$ cat src/rtl/reg_stream_sink_pkg.sv
// reg_stream_pkg: shared constants and helpers for the reg_stream sink slice.
//   clog2      - constant ceil(log2) used to size pointers and counters
//   DATA_W     - default pipeline data width
//   FIFO_DEPTH - default sink FIFO depth
//   PTR_W      - pointer width for the default depth
package reg_stream_pkg;

    function automatic int clog2(input int v);
        int r;
        r = 0;
        while ((1 << r) < v) r++;
        return r;
    endfunction

    localparam int DATA_W     = 16;
    localparam int FIFO_DEPTH = 4;
    localparam int PTR_W      = clog2(FIFO_DEPTH);

endpackage

$ cat src/rtl/reg_stream_sink_if.sv
// reg_stream_sink_if: pipeline-tail and valid/ready signals of the stream sink.
//   R_IN, D_IN  - valid flag and data from the last pipeline stage
//   EN_OUT      - pipeline-wide advance enable back to the upstream stages
//   M_VALID     - head of FIFO holds data
//   M_DATA      - head data (show-ahead)
//   M_READY     - consumer accepts the head this cycle
//   COUNT       - current occupancy
//   slave modport is the sink, master modport is the producer/consumer side.
interface reg_stream_sink_if
    import reg_stream_pkg::*;
#(
    parameter int N     = DATA_W,
    parameter int DEPTH = FIFO_DEPTH
);
    logic                   R_IN;
    logic [N-1:0]           D_IN;
    logic                   EN_OUT;
    logic                   M_VALID;
    logic [N-1:0]           M_DATA;
    logic                   M_READY;
    logic [clog2(DEPTH):0]  COUNT;

    modport slave  (input R_IN, D_IN, M_READY, output EN_OUT, M_VALID, M_DATA, COUNT);
    modport master (output R_IN, D_IN, M_READY, input EN_OUT, M_VALID, M_DATA, COUNT);
endinterface

$ cat src/rtl/reg_stream_fifo_mem.sv
// reg_stream_fifo_mem: DEPTH x N register array, one write port, async read, no reset.
//   CLK          - clock
//   we/waddr/wdata - synchronous write port
//   raddr/rdata  - combinational read port
module reg_stream_fifo_mem
    import reg_stream_pkg::*;
#(
    parameter int N     = DATA_W,
    parameter int DEPTH = FIFO_DEPTH,
    parameter int AW    = PTR_W
)
(
    input  logic          CLK,
    input  logic          we,
    input  logic [AW-1:0] waddr,
    input  logic [N-1:0]  wdata,
    input  logic [AW-1:0] raddr,
    output logic [N-1:0]  rdata
);
    logic [N-1:0] mem [DEPTH];

    always_ff @(posedge CLK) begin
        if (we) mem[waddr] <= wdata;
    end

    assign rdata = mem[raddr];
endmodule

$ cat src/rtl/reg_stream_sink.sv
// reg_stream_sink: tail of an EN-stalled register pipeline; buffers R/D into a FIFO,
// drives the pipeline EN so nothing is lost, and re-presents data as valid/ready.
//   CLK, RST   - clock, synchronous active-high reset
//   s          - reg_stream_sink_if.slave (R_IN, D_IN, EN_OUT, M_VALID, M_DATA, M_READY, COUNT)
//   STALL_CNT  - saturating count of cycles with R_IN=1 and EN_OUT=0; exists only
//                when REG_STREAM_SINK_STATS_EN is defined (together with CNT_W)
module reg_stream_sink
    import reg_stream_pkg::*;
#(
    parameter int N     = DATA_W,
    parameter int DEPTH = FIFO_DEPTH
`ifdef REG_STREAM_SINK_STATS_EN
    ,
    parameter int CNT_W = 16
`endif
)
(
    input logic CLK,
    input logic RST,
    reg_stream_sink_if.slave s
`ifdef REG_STREAM_SINK_STATS_EN
    ,
    output logic [CNT_W-1:0] STALL_CNT
`endif
);
    localparam int AW = clog2(DEPTH);
    localparam int CW = AW + 1;

    logic [AW-1:0] wr_ptr_q, wr_ptr_d, rd_ptr_q, rd_ptr_d;
    logic [CW-1:0] count_q, count_d;
    logic          en_q, en_d, push, pop;

    // EN is registered from next occupancy: a pop at full reopens EN only one
    // cycle later, which keeps M_READY off any combinational path to EN_OUT.
    always_comb begin
        push     = s.R_IN & en_q;
        pop      = (count_q != '0) & s.M_READY;
        wr_ptr_d = wr_ptr_q + AW'(push);
        rd_ptr_d = rd_ptr_q + AW'(pop);
        count_d  = count_q + CW'(push) - CW'(pop);
        en_d     = count_d != CW'(DEPTH);
    end

    always_ff @(posedge CLK) begin
        if (RST) begin
            wr_ptr_q <= '0;
            rd_ptr_q <= '0;
            count_q  <= '0;
            en_q     <= 1'b0;
        end else begin
            wr_ptr_q <= wr_ptr_d;
            rd_ptr_q <= rd_ptr_d;
            count_q  <= count_d;
            en_q     <= en_d;
        end
    end

    assign s.EN_OUT  = en_q;
    assign s.M_VALID = count_q != '0;
    assign s.COUNT   = count_q;

    reg_stream_fifo_mem #(.N(N), .DEPTH(DEPTH), .AW(AW)) u_mem (
        .CLK   (CLK),
        .we    (push),
        .waddr (wr_ptr_q),
        .wdata (s.D_IN),
        .raddr (rd_ptr_q),
        .rdata (s.M_DATA)
    );

`ifdef REG_STREAM_SINK_STATS_EN
    logic [CNT_W-1:0] stall_cnt_q, stall_cnt_d;

    always_comb begin
        stall_cnt_d = (s.R_IN & ~en_q & ~&stall_cnt_q) ? stall_cnt_q + CNT_W'(1) : stall_cnt_q;
    end

    always_ff @(posedge CLK) begin
        if (RST) stall_cnt_q <= '0;
        else     stall_cnt_q <= stall_cnt_d;
    end

    assign STALL_CNT = stall_cnt_q;
`endif
endmodule

$ cat src/flat_wrapper.sv
// flat-port wrapper written by rule: the top's interface ports become plain ports
module reg_stream_sink_flat import reg_stream_pkg::*;
#(
    parameter int N     = DATA_W,
    parameter int DEPTH = FIFO_DEPTH

)
  (CLK, RST, s_R_IN, s_D_IN, s_M_READY, s_EN_OUT, s_M_VALID, s_M_DATA, s_COUNT);
  reg_stream_sink_if #(.N(N), .DEPTH(DEPTH)) s_i ();
  input logic CLK;
  input logic RST;
  input wire logic [$bits(s_i.R_IN)-1:0] s_R_IN;
  input wire logic [$bits(s_i.D_IN)-1:0] s_D_IN;
  input wire logic [$bits(s_i.M_READY)-1:0] s_M_READY;
  output wire logic [$bits(s_i.EN_OUT)-1:0] s_EN_OUT;
  output wire logic [$bits(s_i.M_VALID)-1:0] s_M_VALID;
  output wire logic [$bits(s_i.M_DATA)-1:0] s_M_DATA;
  output wire logic [$bits(s_i.COUNT)-1:0] s_COUNT;
  assign s_i.R_IN = s_R_IN;
  assign s_i.D_IN = s_D_IN;
  assign s_i.M_READY = s_M_READY;
  assign s_EN_OUT = s_i.EN_OUT;
  assign s_M_VALID = s_i.M_VALID;
  assign s_M_DATA = s_i.M_DATA;
  assign s_COUNT = s_i.COUNT;
  reg_stream_sink #(.N(N), .DEPTH(DEPTH)) u_core (.CLK(CLK), .RST(RST), .s(s_i));
endmodule
$ cat config.mk
export PLATFORM = sky130hd
export DESIGN_NAME = reg_stream_sink_flat
export DESIGN_NICKNAME = d
export VERILOG_FILES = /design/src/rtl/reg_stream_sink_pkg.sv /design/src/rtl/reg_stream_sink_if.sv /design/src/rtl/reg_stream_fifo_mem.sv /design/src/rtl/reg_stream_sink.sv /design/src/flat_wrapper.sv
export SDC_FILE = /design/constraint.sdc
export NUM_CORES = 1
export LEC_CHECK = 0
export CORE_MARGIN = 2
export CORE_UTILIZATION = 43
export CTS_BUF_LIST = sky130_fd_sc_hd__clkbuf_8
export CTS_CLUSTER_SIZE = 16
export DETAILED_ROUTE_END_ITERATION = 7
export GPL_ROUTABILITY_DRIVEN = 0
export PLACE_DENSITY_LB_ADDON = 0.08
export RECOVER_POWER = 25
export SYNTH_ARGS = -nofsm -noshare
export SYNTH_HDL_FRONTEND = slang
export SYNTH_SLANG_ARGS = --single-unit
$ cat constraint.sdc
create_clock -name CLK -period 2.8 [get_ports CLK]
set_input_delay 0.28 -clock CLK [delete_from_list [all_inputs] [get_ports CLK]]
set_output_delay 0.28 -clock CLK [all_outputs]
set_load 0.02 [all_outputs]
==> parameters.txt, run 1 <==
Parameter                              Value

Run status
  Run status    finished clean

Clock tree
  Insertion delay to the later sink of the worst-skew pair    0.34 ns
  Number of levels the H-tree was split into    3
  TritonCTS clock tree    yes
  Maximum number of buffers from clock root to sink    2
  Total CTS buffers    9
  Cts hold-fix bufs    0
  Clock slew at the register clock pins of the worst setup and hold paths    0.07 ns
  Post CTS Setup Buffer Count    0
  Count of clock tree sinks    72
  Total of cells resized after clock tree synthesis    0
  Root Buffer Master    sky130_fd_sc_hd__clkbuf_8

Yosys
  Count of flip-flops with a built-in enable after synthesis    64
  Most frequently used flop master after synthesis    sky130_fd_sc_hd__edfxtp_1
  Most numerous cell in the Yosys netlist    sky130_fd_sc_hd__edfxtp_1
  Synth top area share    70.5%
  Top area cells in the synthesized netlist    sky130_fd_sc_hd__edfxtp_1 (71%), sky130_fd_sc_hd__mux4_2 (8.3%), sky130_fd_sc_hd__dfxtp_1 (5.9%)
  Post-synthesis instance area    2730 µm²
  Top cell type by total area after synthesis    sky130_fd_sc_hd__edfxtp_1
  Part of the Yosys area used for sequential elements    76.4%
  Number of storage elements in the synthesis netlist    72
  Synth async-reset ratio    0%
  Number of cells produced by synthesis    123
  Yosys cell types    20
  Ranking of synthesized cells by instance count    sky130_fd_sc_hd__edfxtp_1 (64), sky130_fd_sc_hd__mux4_2 (10), sky130_fd_sc_hd__dfxtp_1 (8)
  Number of warnings printed during yosys synthesis    0
  Synth Net Count    148
  Synthesized area per cell    22.2 µm²

Layout
  Non-Filler Cell Area, Final    3510 µm²
  Filler cell count in the final layout    491
  Utilization after layout    56.2%
  Antenna Diode Count    0
  Final #Nets    205
  Area of combinational cells with multiple inputs    594 µm²
  Area taken by flip-flops and latches    2080 µm²
  Share of post-route cells with drive strength above 1    20.5%
  Synthesis-to-finish area growth    28.7%

Detailed routing
  Post-detailed-routing wire length    4580 µm
  Vias per std cell    5.05
  TritonRoute pass-1 iters    4
  Number of remaining DRC errors    0
  Number of antenna-violating nets in the routed design    0
  Average wire per cell in the routed design    17.5 µm
  Via count    1324
  Detailed Route Iter0 Violations    81

GRT
  Global-route usage over all layers    14.6%
  Number of global-route vias before repair    1442
  Wire length of the first global-routing pass    7400 µm
  Antenna violations before repair    0
  Total grt overflow    0
  Pin count of the biggest net entering global routing    13

Critical path
  Endpoint class of the critical path    primary output
  Crit path launch type    flip-flop
  Data arrival at the endpoint of the critical path    2.01 ns
  Crit path max fanout    8
  Kind of critical path    reg -> out
  Required time at the endpoint of the critical path    2.52 ns

Die
  Horizontal die dimension    83.6 µm
  Die Area    6990 µm²
  Number of cell rows    29
  Die Span Y    83.6 µm
  Starting density of the core    43.7%
  Core area    6240 µm²
  I/O pin count    41

Placed design
  Number of input and output port buffers inserted    40
  Post-Place Cell Area    3270 µm²
  Detailed placement HPWL    3110 µm

STA
  RSZ-0062 raised after global routing    false
  Number of failing hold endpoints at the final stage    0
  Fin Hold WS    0.576 ns
  Final number of max-transition violations    0
  Max transition margin    68.9%
  Final min period    2.29 ns
  Maximum clock frequency    437 MHz
  Fin crit share    81.8%
  Final Skew    0.00685 ns
  Finish-stage setup viols    0
  Fin Setup TNS    0 ns
  Worst Tran Pin Value    0.466 ns

Power and ir drop
  Power per unit of standard cell area    930 nW/µm²
  Overall power consumption    3260 µW
  Largest voltage drop on the vdd net    0.559 mV
  Leakage    0.00120 µW

Run
  Count of max-cap constraint violations    0

Worst hold path
  Type of the worst min-delay path    in -> reg
path summary, 6_finish.rpt:
| check | startpoint | to | slack, ns | depth (start not counted) |
|---|---|---|---|---|
| setup / recovery | u_core.rd_ptr_q[0] | s_M_DATA[3] | 0.51 | 3 |
| hold reg to reg | u_core.wr_ptr_q[1] | u_core.wr_ptr_q[1] | 0.62 | 2 |
| setup reg to reg | u_core.s.COUNT[0] | u_core.s.COUNT[2] | 0.56 | 8 |
| hold / removal | s_D_IN[13] | u_core.u_mem.mem[2][13] | 0.58 | 1 |
per-stage QoR:
step / instances / worst slack [ns]
3_3_place_gp: 246 / 0.647
3_5_place_dp: 246 / 0.560
5_1_grt: 262 / 0.439
6_report: 262 / 0.511
2_1_floorplan: 123 / 0.453
4_1_cts: 262 / 0.475
layer usage:
layer | track usage [%] | up-vias | wire [µm]
li1 | - | 611 | -
met1 | 18.8 | 673 | 2040
met2 | 22.5 | 32 | 2280
met3 | 4.15 | 8 | 166
met4 | 7.92 | 0 | 95
met5 | 0 | - | 0
layout make-up:
type,instances,area share [%]
clock buffers,9,3.53
inverters,6,0.642
clock inverters,7,3.18
flip-flops and latches,72,59.4
repair buffers,50,13.6
well taps,77,2.75
multi-input cells,41,17.0
cell usage in the layout (no fill, tap or decap), types with 4 or more instances in the layout:
master                            Yosys  routed
sky130_fd_sc_hd__nor2b_1              5       5
sky130_fd_sc_hd__dlygate4sd3_1        0      10
sky130_fd_sc_hd__inv_1                6       7
sky130_fd_sc_hd__ha_1                 4       4
sky130_fd_sc_hd__dfxtp_1              8       8
sky130_fd_sc_hd__buf_4                0      10
sky130_fd_sc_hd__mux4_2              10      10
sky130_fd_sc_hd__mux4_1               6       6
sky130_fd_sc_hd__edfxtp_1            64      64
sky130_fd_sc_hd__clkbuf_8             0       9
sky130_fd_sc_hd__clkdlybuf4s50_1      0      30
cells by family (layout without fill, tap and decap cells):
kind of cell / count (synthesis) / after routing / synth area share [%]
compound gates: 1 / 1 / 0.183
xor+xnor: 3 / 3 / 1.47
fa+ha+maj: 5 / 5 / 2.57
buf+inv: 10 / 72 / 2.34
flops: 72 / 72 / 76.4
mux: 16 / 16 / 14.0
simple gates: 16 / 16 / 2.98
critical path, stage by stage, from the launching register on:
cell and delay (ns):
sky130_fd_sc_hd__dfxtp_1 0.33, sky130_fd_sc_hd__buf_4 0.20, sky130_fd_sc_hd__mux4_1 0.59, sky130_fd_sc_hd__clkdlybuf4s50_1 0.55
power by group:
part           internal [µW]  switching, µW  leakage (µW)  total, µW
clock network            585            357      0.000122        943
logic                    526            464      0.000436        990
registers               1280           43.5      0.000646       1330
state kept, by name, summed over array words and instances, names as in the netlist:
register          cells
u_core.s.COUNT        3
u_core.u_mem.mem     64
u_core.wr_ptr_q       2
u_core.s.EN_OUT       1
u_core.rd_ptr_q       2
No activity file was read; power rests on OpenSTA's default activity.
==> inputs of run 2 (changes only) <==
Clock period 2.8 ns to 2.4 ns, I/O delays scaled along.
==> run 2 against run 1 <==
Hold slack worse by 0.042 ns. Non-clock buffer count is 2 higher. Sequential power is 17% higher. Setup slack worse by 0.35 ns. Wire length is 0.59% lower. Global-route usage is 0.17 points higher. Utilization is 1.1 points lower. Combinational power is 17% higher. Via count stayed put. Clock power is 21% lower. Cell count is 0.38% higher. Largest cell class unchanged.
==> parameters.txt, run 2 (synthesized netlist as in run 1, its figures left out) <==
Parameter                              Value

Layout
  Most common cell after layout, fill and taps aside    sky130_fd_sc_hd__edfxtp_1
  Antenna Diode Count    0
  Final #Nets    207
  Synthesis-to-finish area growth    26.2%
  Flip-flop count of the largest register after layout    64
  Commonest cells after routing, fill and taps aside    sky130_fd_sc_hd__edfxtp_1 (64), sky130_fd_sc_hd__clkdlybuf4s50_1 (30), sky130_fd_sc_hd__buf_4 (12)
  Most flops, register    u_core.u_mem.mem
  Share of post-route cells with drive strength above 1    20.4%

Run
  Count of max-cap constraint violations    0

Clock tree
  Total CTS buffers    9
  Post CTS Setup Buffer Count    0
  Maximum number of buffers from clock root to sink    2
  Number of levels the H-tree was split into    3
  Clock slew at the register clock pins of the worst setup and hold paths    0.07 ns
  Cts hold-fix bufs    0
  TritonCTS clock tree    yes
  Root Buffer Master    sky130_fd_sc_hd__clkbuf_8
  Total of cells resized after clock tree synthesis    0
  Insertion delay to the later sink of the worst-skew pair    0.34 ns
  Count of clock tree sinks    72

Power and ir drop
  Power spent charging and discharging nets    994 µW
  Switch share    28.7%
  Overall power consumption    3460 µW
  Largest voltage drop on the vdd net    0.541 mV
  Comb pwr share    33.5%
  Fraction of power consumed by the clock network    21.7%
  Leakage    0.00117 µW
  Sequential group share of total power    44.8%
  Internal power    2470 µW
  Power per unit of standard cell area    1010 nW/µm²

STA
  Maximum clock frequency    447 MHz
  Fin Setup TNS    0 ns
  Number of failing hold endpoints at the final stage    0
  Final number of max-transition violations    0
  Worst Tran Pin Value    0.279 ns
  Finish-stage setup viols    0
  RSZ-0062 raised after global routing    false
  Max transition margin    81.4%
  Final Skew    0.00714 ns
  Final min period    2.24 ns
  Fin Hold WS    0.535 ns
  Fin crit share    93.3%

Die
  I/O pin count    41
  Die Span Y    83.6 µm
  Die Area    6990 µm²
  Horizontal die dimension    83.6 µm
  Number of cell rows    29
  Core area    6240 µm²
  Starting density of the core    43.7%

Critical path
  Worst reg-to-reg setup slack    0.17 ns
  Kind of critical path    reg -> out
  Crit path launch type    flip-flop
  Data arrival at the endpoint of the critical path    2.00 ns
  Required time at the endpoint of the critical path    2.16 ns
  Crit path max fanout    10
  Endpoint class of the critical path    primary output

GRT
  Wire length of the first global-routing pass    7420 µm
  Antenna violations before repair    0
  Total grt overflow    0
  Pin count of the biggest net entering global routing    12
  Global-route usage over all layers    14.7%
  Number of global-route vias before repair    1478

Run status
  Run status    finished clean

Detailed routing
  Via count    1324
  Vias per std cell    5.03
  Average wire per cell in the routed design    17.3 µm
  Detailed Route Iter0 Violations    41
  Post-detailed-routing wire length    4560 µm
  Number of remaining DRC errors    0
  Number of antenna-violating nets in the routed design    0
  TritonRoute pass-1 iters    4

Placed design
  Detailed placement HPWL    3080 µm
  Number of input and output port buffers inserted    40

Worst hold path
  Type of the worst min-delay path    in -> reg
## run 2: changes by cell type in the layout (fill, tap and decap cells not counted)
cell	previous run	this run
sky130_fd_sc_hd__buf_4	10	12
sky130_fd_sc_hd__bufinv_16	3	0
sky130_fd_sc_hd__clkinvlp_4	0	1
sky130_fd_sc_hd__clkinv_4	1	0
sky130_fd_sc_hd__clkinv_2	1	2
sky130_fd_sc_hd__clkinv_1	1	2
## run 2: power by group through the flow
stage,Clock [µW],Sequential (µW),Combinational (µW)
3_3_place_gp,0,1570,1170
2_1_floorplan,0,1600,696
4_1_cts,783,1550,1200
3_5_place_dp,0,1580,1190
5_1_grt,835,1560,1260
6_report,749,1550,1160
## run 2: area by class of cell
type | count | area [µm²]
tap | 77 | 96.3
multi-input combinational | 41 | 594
timing repair buffer | 52 | 490
fill | 498 | 2800
inverter | 6 | 22.5
clock inverter | 6 | 28.8
sequential | 72 | 2080
clock buffer | 9 | 124
## run 2: final timing paths
check,startpoint,end,cells after the start
min,s_D_IN[13],u_core.u_mem.mem[3][13],1
max reg2reg,u_core.s.COUNT[0],u_core.s.COUNT[2],8
max,u_core.rd_ptr_q[0],s_M_DATA[7],3
min reg2reg,u_core.wr_ptr_q[1],u_core.wr_ptr_q[1],2
## run 2: routing by layer
metal,track usage [%],up-vias,routed length (µm)
li1,-,616,-
met1,18.7,667,1930
met2,23.0,32,2340
met3,3.86,9,207
met4,8.65,0,78
met5,0,-,0
## run 2: through the flow
step | util, % | setup slack [ns] | area [µm²] | cells
floorplan | - | 0.0526 | 2730 | 123
global placement | 52.6 | 0.247 | 3290 | 248
detailed placement | 52.6 | 0.158 | 3290 | 248
CTS | 55.1 | 0.101 | 3440 | 263
global route | 55.1 | 0.0469 | 3440 | 263
finish | 55.1 | 0.162 | 3440 | 263
## run 2: critical path, cell delays in order (launching register included)
cell	delay, ns
sky130_fd_sc_hd__dfxtp_1	0.33
sky130_fd_sc_hd__buf_4	0.24
sky130_fd_sc_hd__mux4_2	0.54
sky130_fd_sc_hd__clkdlybuf4s50_1	0.55
